### src/rtl/uart_pkg.sv
// Shared types and constants for the UART receive path.
package uart_pkg;

    typedef enum logic [2:0] {
        IDLE,
        START,
        DATA,
        PARITY,
        STOP
    } rx_state_e;

    localparam logic [1:0] TLEN_5 = 2'b00;
    localparam logic [1:0] TLEN_6 = 2'b01;
    localparam logic [1:0] TLEN_7 = 2'b10;
    localparam logic [1:0] TLEN_8 = 2'b11;

    localparam int unsigned OS16 = 16;
    localparam int unsigned OS12 = 12;

    // Index of the final data bit for a given length code (5..8 bits).
    function automatic logic [2:0] last_bit_idx(input logic [1:0] tlen);
        return {1'b0, tlen} + 3'd4;
    endfunction

    // Parity bit the transmitter must have sent; even parity makes the total count of ones even.
    function automatic logic exp_parity(input logic [7:0] data, input logic odd);
        return odd ? ~(^data) : (^data);
    endfunction

endpackage

### src/rtl/rsr_sample_ctr.sv
// RX input synchronizer, falling-edge detector and oversample tick counter.
module rsr_sample_ctr
    import uart_pkg::*;
(
    input  logic clk,
    input  logic rst_n,
    input  logic rx_in,
    input  logic clr,
    input  logic os12,
    output logic rx_sync,
    output logic rx_fall,
    output logic mid_start,
    output logic mid_bit
);

    localparam logic [3:0] HALF16 = 4'(OS16 / 2 - 1);
    localparam logic [3:0] HALF12 = 4'(OS12 / 2 - 1);
    localparam logic [3:0] LAST16 = 4'(OS16 - 1);
    localparam logic [3:0] LAST12 = 4'(OS12 - 1);

    logic       rx_meta;
    logic       rx_prev;
    logic [3:0] cnt;
    logic [3:0] half_tick;
    logic [3:0] last_tick;

    // Synchronizer resets to the idle level so reset release never looks like a start edge.
    always_ff @(posedge clk or negedge rst_n) begin
        if (!rst_n) begin
            rx_meta <= 1'b1;
            rx_sync <= 1'b1;
            rx_prev <= 1'b1;
        end else begin
            rx_meta <= rx_in;
            rx_sync <= rx_meta;
            rx_prev <= rx_sync;
        end
    end

    always_comb begin
        half_tick = os12 ? HALF12 : HALF16;
        last_tick = os12 ? LAST12 : LAST16;
    end

    always_ff @(posedge clk or negedge rst_n) begin
        if (!rst_n) begin
            cnt <= '0;
        end else if (clr || cnt == last_tick) begin
            cnt <= '0;
        end else begin
            cnt <= cnt + 4'd1;
        end
    end

    assign rx_fall   = rx_prev & ~rx_sync;
    assign mid_start = (cnt == half_tick);
    assign mid_bit   = (cnt == last_tick);

endmodule

### src/rtl/rsr_reg.sv
// UART receive shift register: start detect, mid-bit data sampling, parity/stop check, FIFO write strobe.
module rsr_reg
    import uart_pkg::*;
(
    input  logic       btick_16,
    input  logic       rst_n,
    input  logic       btick,
    input  logic [1:0] tlen,
    input  logic       fifo_nfull,
    input  logic       parity_en,
    input  logic       parity_type,
    input  logic       sample_type,
    input  logic       rx_in,
    output logic       wr_en,
    output logic       frame_err,
    output logic [7:0] rdata,
    output logic       parity_err
);

    rx_state_e  state;
    logic [1:0] tlen_q;
    logic       par_en_q;
    logic       par_odd_q;
    logic       os12_q;
    logic [2:0] bit_idx;
    logic [7:0] data_q;
    logic       par_bit_q;

    logic       rx_sync;
    logic       rx_fall;
    logic       mid_start;
    logic       mid_bit;
    logic       clr;
    logic       unused_btick;

    assign unused_btick = btick;

    // Counter restarts at start detect and again once the start bit is confirmed.
    always_comb begin
        clr = 1'b0;
        if (state == IDLE && rx_fall)
            clr = 1'b1;
        else if (state == START && mid_start && !rx_sync)
            clr = 1'b1;
    end

    rsr_sample_ctr u_sample_ctr (
        .clk       (btick_16),
        .rst_n     (rst_n),
        .rx_in     (rx_in),
        .clr       (clr),
        .os12      (os12_q),
        .rx_sync   (rx_sync),
        .rx_fall   (rx_fall),
        .mid_start (mid_start),
        .mid_bit   (mid_bit)
    );

    always_ff @(posedge btick_16 or negedge rst_n) begin
        if (!rst_n) begin
            state      <= IDLE;
            tlen_q     <= TLEN_5;
            par_en_q   <= 1'b0;
            par_odd_q  <= 1'b0;
            os12_q     <= 1'b0;
            bit_idx    <= '0;
            data_q     <= '0;
            par_bit_q  <= 1'b0;
            rdata      <= '0;
            wr_en      <= 1'b0;
            frame_err  <= 1'b0;
            parity_err <= 1'b0;
        end else begin
            wr_en <= 1'b0;
            case (state)
                IDLE: begin
                    if (rx_fall) begin
                        tlen_q    <= tlen;
                        par_en_q  <= parity_en;
                        par_odd_q <= parity_type;
                        os12_q    <= sample_type;
                        bit_idx   <= '0;
                        data_q    <= '0;
                        par_bit_q <= 1'b0;
                        state     <= START;
                    end
                end
                START: begin
                    if (mid_start)
                        state <= rx_sync ? IDLE : DATA;
                end
                DATA: begin
                    if (mid_bit) begin
                        data_q[bit_idx] <= rx_sync;
                        if (bit_idx == last_bit_idx(tlen_q))
                            state <= par_en_q ? PARITY : STOP;
                        else
                            bit_idx <= bit_idx + 3'd1;
                    end
                end
                PARITY: begin
                    if (mid_bit) begin
                        par_bit_q <= rx_sync;
                        state     <= STOP;
                    end
                end
                STOP: begin
                    if (mid_bit) begin
                        rdata      <= data_q;
                        frame_err  <= ~rx_sync;
                        parity_err <= par_en_q & (par_bit_q != exp_parity(data_q, par_odd_q));
                        wr_en      <= fifo_nfull;
                        state      <= IDLE;
                    end
                end
                default: state <= IDLE;
            endcase
        end
    end

endmodule

### config.mk
export PLATFORM = sky130hd
export DESIGN_NAME = rsr_reg
export DESIGN_NICKNAME = d
export VERILOG_FILES = /design/src/rtl/uart_pkg.sv /design/src/rtl/rsr_sample_ctr.sv /design/src/rtl/rsr_reg.sv
export SDC_FILE = /design/constraint.sdc
export NUM_CORES = 1
export LEC_CHECK = 0
export CORE_UTILIZATION = 55
export CTS_CLUSTER_SIZE = 28
export DETAILED_ROUTE_END_ITERATION = 12
export HOLD_SLACK_MARGIN = 0.1
export PLACE_DENSITY = 0.89
export SETUP_SLACK_MARGIN = 0.4
export SLEW_MARGIN = 20
export SYNTH_ARGS = -nofsm -noshare
export SYNTH_HDL_FRONTEND = slang
export SYNTH_HIERARCHICAL = 1
export SYNTH_SLANG_ARGS = --single-unit
export TNS_END_PERCENT = 5
### constraint.sdc
create_clock -name btick_16 -period 2.3 [get_ports btick_16]
set_clock_uncertainty 0.1 [all_clocks]
set_input_delay 0.23 -clock btick_16 [delete_from_list [all_inputs] [get_ports btick_16]]
set_output_delay 0.23 -clock btick_16 [all_outputs]
set_load 0.01 [all_outputs]
==> results of run 1 <==
cell type report:
class / instances / area [µm²]
timing repair buffer: 34 / 304
tap: 44 / 55.1
clock buffer: 5 / 37.5
clock inverter: 3 / 40.0
fill: 225 / 846
multi-input combinational: 116 / 865
sequential: 38 / 955
inverter: 7 / 26.3
cells in the mapped netlist (4+ instances only):
| library cell | count |
|---|---|
| a31oi_1 | 7 |
| o2bb2ai_1 | 4 |
| o21ai_0 | 13 |
| mux2_2 | 15 |
| nor3_1 | 5 |
| clkbuf_1 | 6 |
| inv_1 | 7 |
| buf_2 | 4 |
| nand2_1 | 10 |
| dfrtp_1 | 35 |
| xnor2_1 | 10 |
| nor2_1 | 11 |
| nor2b_1 | 4 |
layout by cell type (no fill, tap or decap), types with 7 or more instances in the layout:
cell	instances
nand2_1	10
dfrtp_1	35
buf_4	13
a31oi_1	7
clkdlybuf4s50_1	18
nor2_1	11
mux2_2	15
o21ai_0	11
inv_1	7
xnor2_1	10
per-layer routing:
layer  global-route usage (%)  part of all wire [%]  vias up
met1                     28.6                    43      691
met5                        0                     0        -
met4                     16.3                   2.1        0
met3                     9.31                   5.3        9
li1                         -                     -      676
met2                     37.2                    50       47
logic make-up after synthesis:
logic type               Yosys count
multiplexers                      16
adder cells (fa/ha/maj)            2
AO/OA/AOI/OAI                     37
XOR/XNOR                          14
AND/OR/NAND/NOR                   47
buffers and inverters             17
flip-flops                        38
what timing repair did:
action                     CTS  global route
hold endpoints to repair    35             0
hold buffers                 1             0
gates resized for setup      4             3
setup buffers               10             1
setup endpoints to repair   18            26
pin swaps                    4             4
worst max path at each step:
stage	from	end	slack, ns
floorplan	os12_q$_DFFE_PN0P_	bit_idx[0]$_DFFE_PN0P_	0.36
finish	os12_q$_DFFE_PN0P_	bit_idx[0]$_DFFE_PN0P_	0.33
detailed placement	u_sample_ctr/cnt[0]$_DFF_PN0_	frame_err$_DFFE_PN0P_	0.16
global route	os12_q$_DFFE_PN0P_	frame_err$_DFFE_PN0P_	0.26
global placement	os12_q$_DFFE_PN0P_	frame_err$_DFFE_PN0P_	0.22
CTS	u_sample_ctr/cnt[2]$_DFF_PN0_	bit_idx[0]$_DFFE_PN0P_	0.33
through the flow:
stage               worst slack, ns  cell area (µm²)
global route                  0.259             2280
floorplan                     0.356             1880
CTS                           0.332             2270
finish                        0.332             2280
detailed placement            0.164             2100
global placement              0.219             2100
registers in the layout, summed over array words and instances, names as in the netlist:
| name | cells |
|---|---|
| bit_idx | 3 |
| data_q | 8 |
| frame_err | 1 |
| os12_q | 1 |
| par_bit_q | 1 |
| par_en_q | 1 |
| par_odd_q | 1 |
| parity_err | 1 |
| rdata | 8 |
| state | 3 |
| tlen_q | 2 |
| u_sample_ctr/cnt | 4 |
| u_sample_ctr/rx_meta | 1 |
| u_sample_ctr/rx_prev | 1 |
| u_sample_ctr/rx_sync | 1 |
| wr_en | 1 |
worst reg2reg max path, stage by stage (launching register included):
cell and delay (ns):
dfrtp_1 0.41, xor2_1 0.20, and3_4 0.25, mux2i_2 0.08, or3_4 0.36, a21o_1 0.19, mux2_2 0.27
power by group through the flow:
stage / registers [mW] / logic, mW / clock network [mW]
after global routing: 0.903 / 0.757 / 0.492
after global placement: 0.901 / 0.512 / 0
after CTS: 0.883 / 0.644 / 0.459
after detailed placement: 0.911 / 0.543 / 0
after floorplan: 0.859 / 0.472 / 0
final: 0.888 / 0.684 / 0.448
==> impl_metrics.py, run 1 <==
metrics = {
    "detailed_routing": {
        "drc": 0,
        "viasPerCell": 5.76,
        "first_iter_violations": 44,
        "wl_um": 3760,
        "drt-wirelength-per-cell_um": 15.2,
        "vias": 1423,
        "ant_nets": 0,
        "drt-pass1-iter-count": 4,
    },
    "synth": {
        "synth_edf_count": 0,
        "synth_compound_area_share_pct": 12.6,
        "ys.flop_type": "dfrtp_1",
        "synth_top_family_by_area": "simple AND/OR/NAND/NOR gates",
        "seq_area_frac_synth_pct": 51.0,
        "yosys.area.top_type": "dfrtp_1",
        "yosys_warnings": 6,
        "syn_inst": 171,
        "syn_nets": 183,
        "yosys.area.top_type_share_pct": 46.8,
        "yosys-top-cells-area": "dfrtp_1 47%, mux2_2 9.0%, xnor2_1 4.7%",
        "ys_ff_latch": 38,
        "synth.area.mux_share_pct": 9.57,
        "async_flop_share_pct": 100,
        "synthSimpleGateAreaFrac_pct": 14.4,
        "yosysUniqueCellTypes": 40,
        "synthAdderAreaFrac_pct": 1.34,
        "synth_area_mm2": 0.00187,
        "avgSynthCellArea_um2": 10.9,
        "synth_xor_area_share_pct": 7.29,
    },
    "run_status": {
        "status": "completed",
    },
    "layout": {
        "drive_above_1_share_pct": 24.6,
        "fin_nets": 214,
        "antennaDiodeCount": 0,
        "final_cells": 247,
        "syn_to_final_growth_pct": 22.0,
        "fin_util_pct": 73.0,
    },
    "setup_path": {
        "slowest_delay_ns": 0.41,
        "slowest_stage": "dfrtp_1",
        "r2r-end": "bit_idx[0]$_DFFE_PN0P_",
        "rr_worst_depth": 6,
        "cp_num_buf_inv": 0,
        "crit_fanout": 4,
        "critPathCaptureType": "flop",
        "crit_chain": "xor2_1 -> and3_4 -> mux2i_2 -> or3_4 -> a21o_1 -> mux2_2",
        "path_class": "reg -> reg",
        "cp.depth": 6,
        "path_delay_family": "simple AND/OR/NAND/NOR gates",
        "crit_arrival_ns": 2.10,
        "r2r_slack_ns": 0.33,
        "start_kind": "flop",
        "critPathRequiredTime_ns": 2.44,
        "worstReg2RegStart": "os12_q$_DFFE_PN0P_",
    },
    "place": {
        "dp_hpwl_um": 2460,
        "gp_routability_congestion": 0.875,
        "port_buffers": 19,
        "dpl.cell_count": 227,
    },
    "sta": {
        "maxSlewHeadroom_pct": 46.9,
        "tns_ns": 0,
        "finalHoldViolCount": 0,
        "setup_viol": 0,
        "period_share_pct": 85.5,
        "tightestPinTransition_ns": 0.797,
        "slew_violations": 0,
        "max_freq_ghz": 0.508,
        "hold_ws_ns": 0.171,
        "period_minus_slack_ns": 1.97,
        "rsz0062_at_grt": "yes",
    },
    "cts": {
        "cts_tree": "yes",
        "clk_path_buf_depth": 2,
        "htreeDepth": 2,
        "cts_made_buffers": 5,
        "clk_latency_ns": 0.35,
        "cts.sinks": 38,
        "clk_pin_slew_worst_paths_ns": 0.11,
        "cts-root-buf": "clkbuf_4",
    },
    "hold_path": {
        "hold_path.class": "in -> reg",
        "min_to": "u_sample_ctr/rx_meta$_DFF_PN1_",
        "holdPathStages": 1,
        "min-delay-start": "rx_in",
    },
    "global_route": {
        "antenna_found_initial": 0,
        "globalRouteOverflowTotal": 0,
        "grt_max_degree": 39,
        "grt_pass1_vias": 1386,
        "grt_pass1_wl_um": 6180,
        "grt_usage_pct": 24.4,
    },
    "power": {
        "power_switching_mw": 0.660,
        "clockPowerShare_pct": 22.2,
        "vdd.ir_drop.worst_mv": 0.650,
        "leakage_nw": 1.00,
        "power.share.sequential_pct": 44.0,
        "p_sw_share_pct": 32.7,
        "power_density_mw_per_mm2": 885,
        "p_int_mw": 1.36,
        "totalPowerFinal_mw": 2.02,
        "combPwrFrac_pct": 33.9,
    },
    "floorplan": {
        "die_y_um": 60.3,
        "fp.dieW_um": 60.3,
        "io-pin-count": 21,
        "start_util_pct": 59.8,
        "fp-row-count": 20,
        "core_mm2": 0.00313,
        "die_area_mm2": 0.00364,
    },
    "flow_run": {
        "cap_violations": 0,
    },
}
No activity file was read; power rests on OpenSTA's default activity.
==> run 2: changes to the inputs <==
--- a/config.mk
+++ b/config.mk
@@ -8,7 +8,6 @@
 export CORE_UTILIZATION = 55
 export CTS_CLUSTER_SIZE = 28
 export DETAILED_ROUTE_END_ITERATION = 12
-export HOLD_SLACK_MARGIN = 0.1
 export PLACE_DENSITY = 0.89
 export SETUP_SLACK_MARGIN = 0.4
 export SLEW_MARGIN = 20
==> results of run 2 <==
Final layout, timing and power as in run 1 (identical DEF).
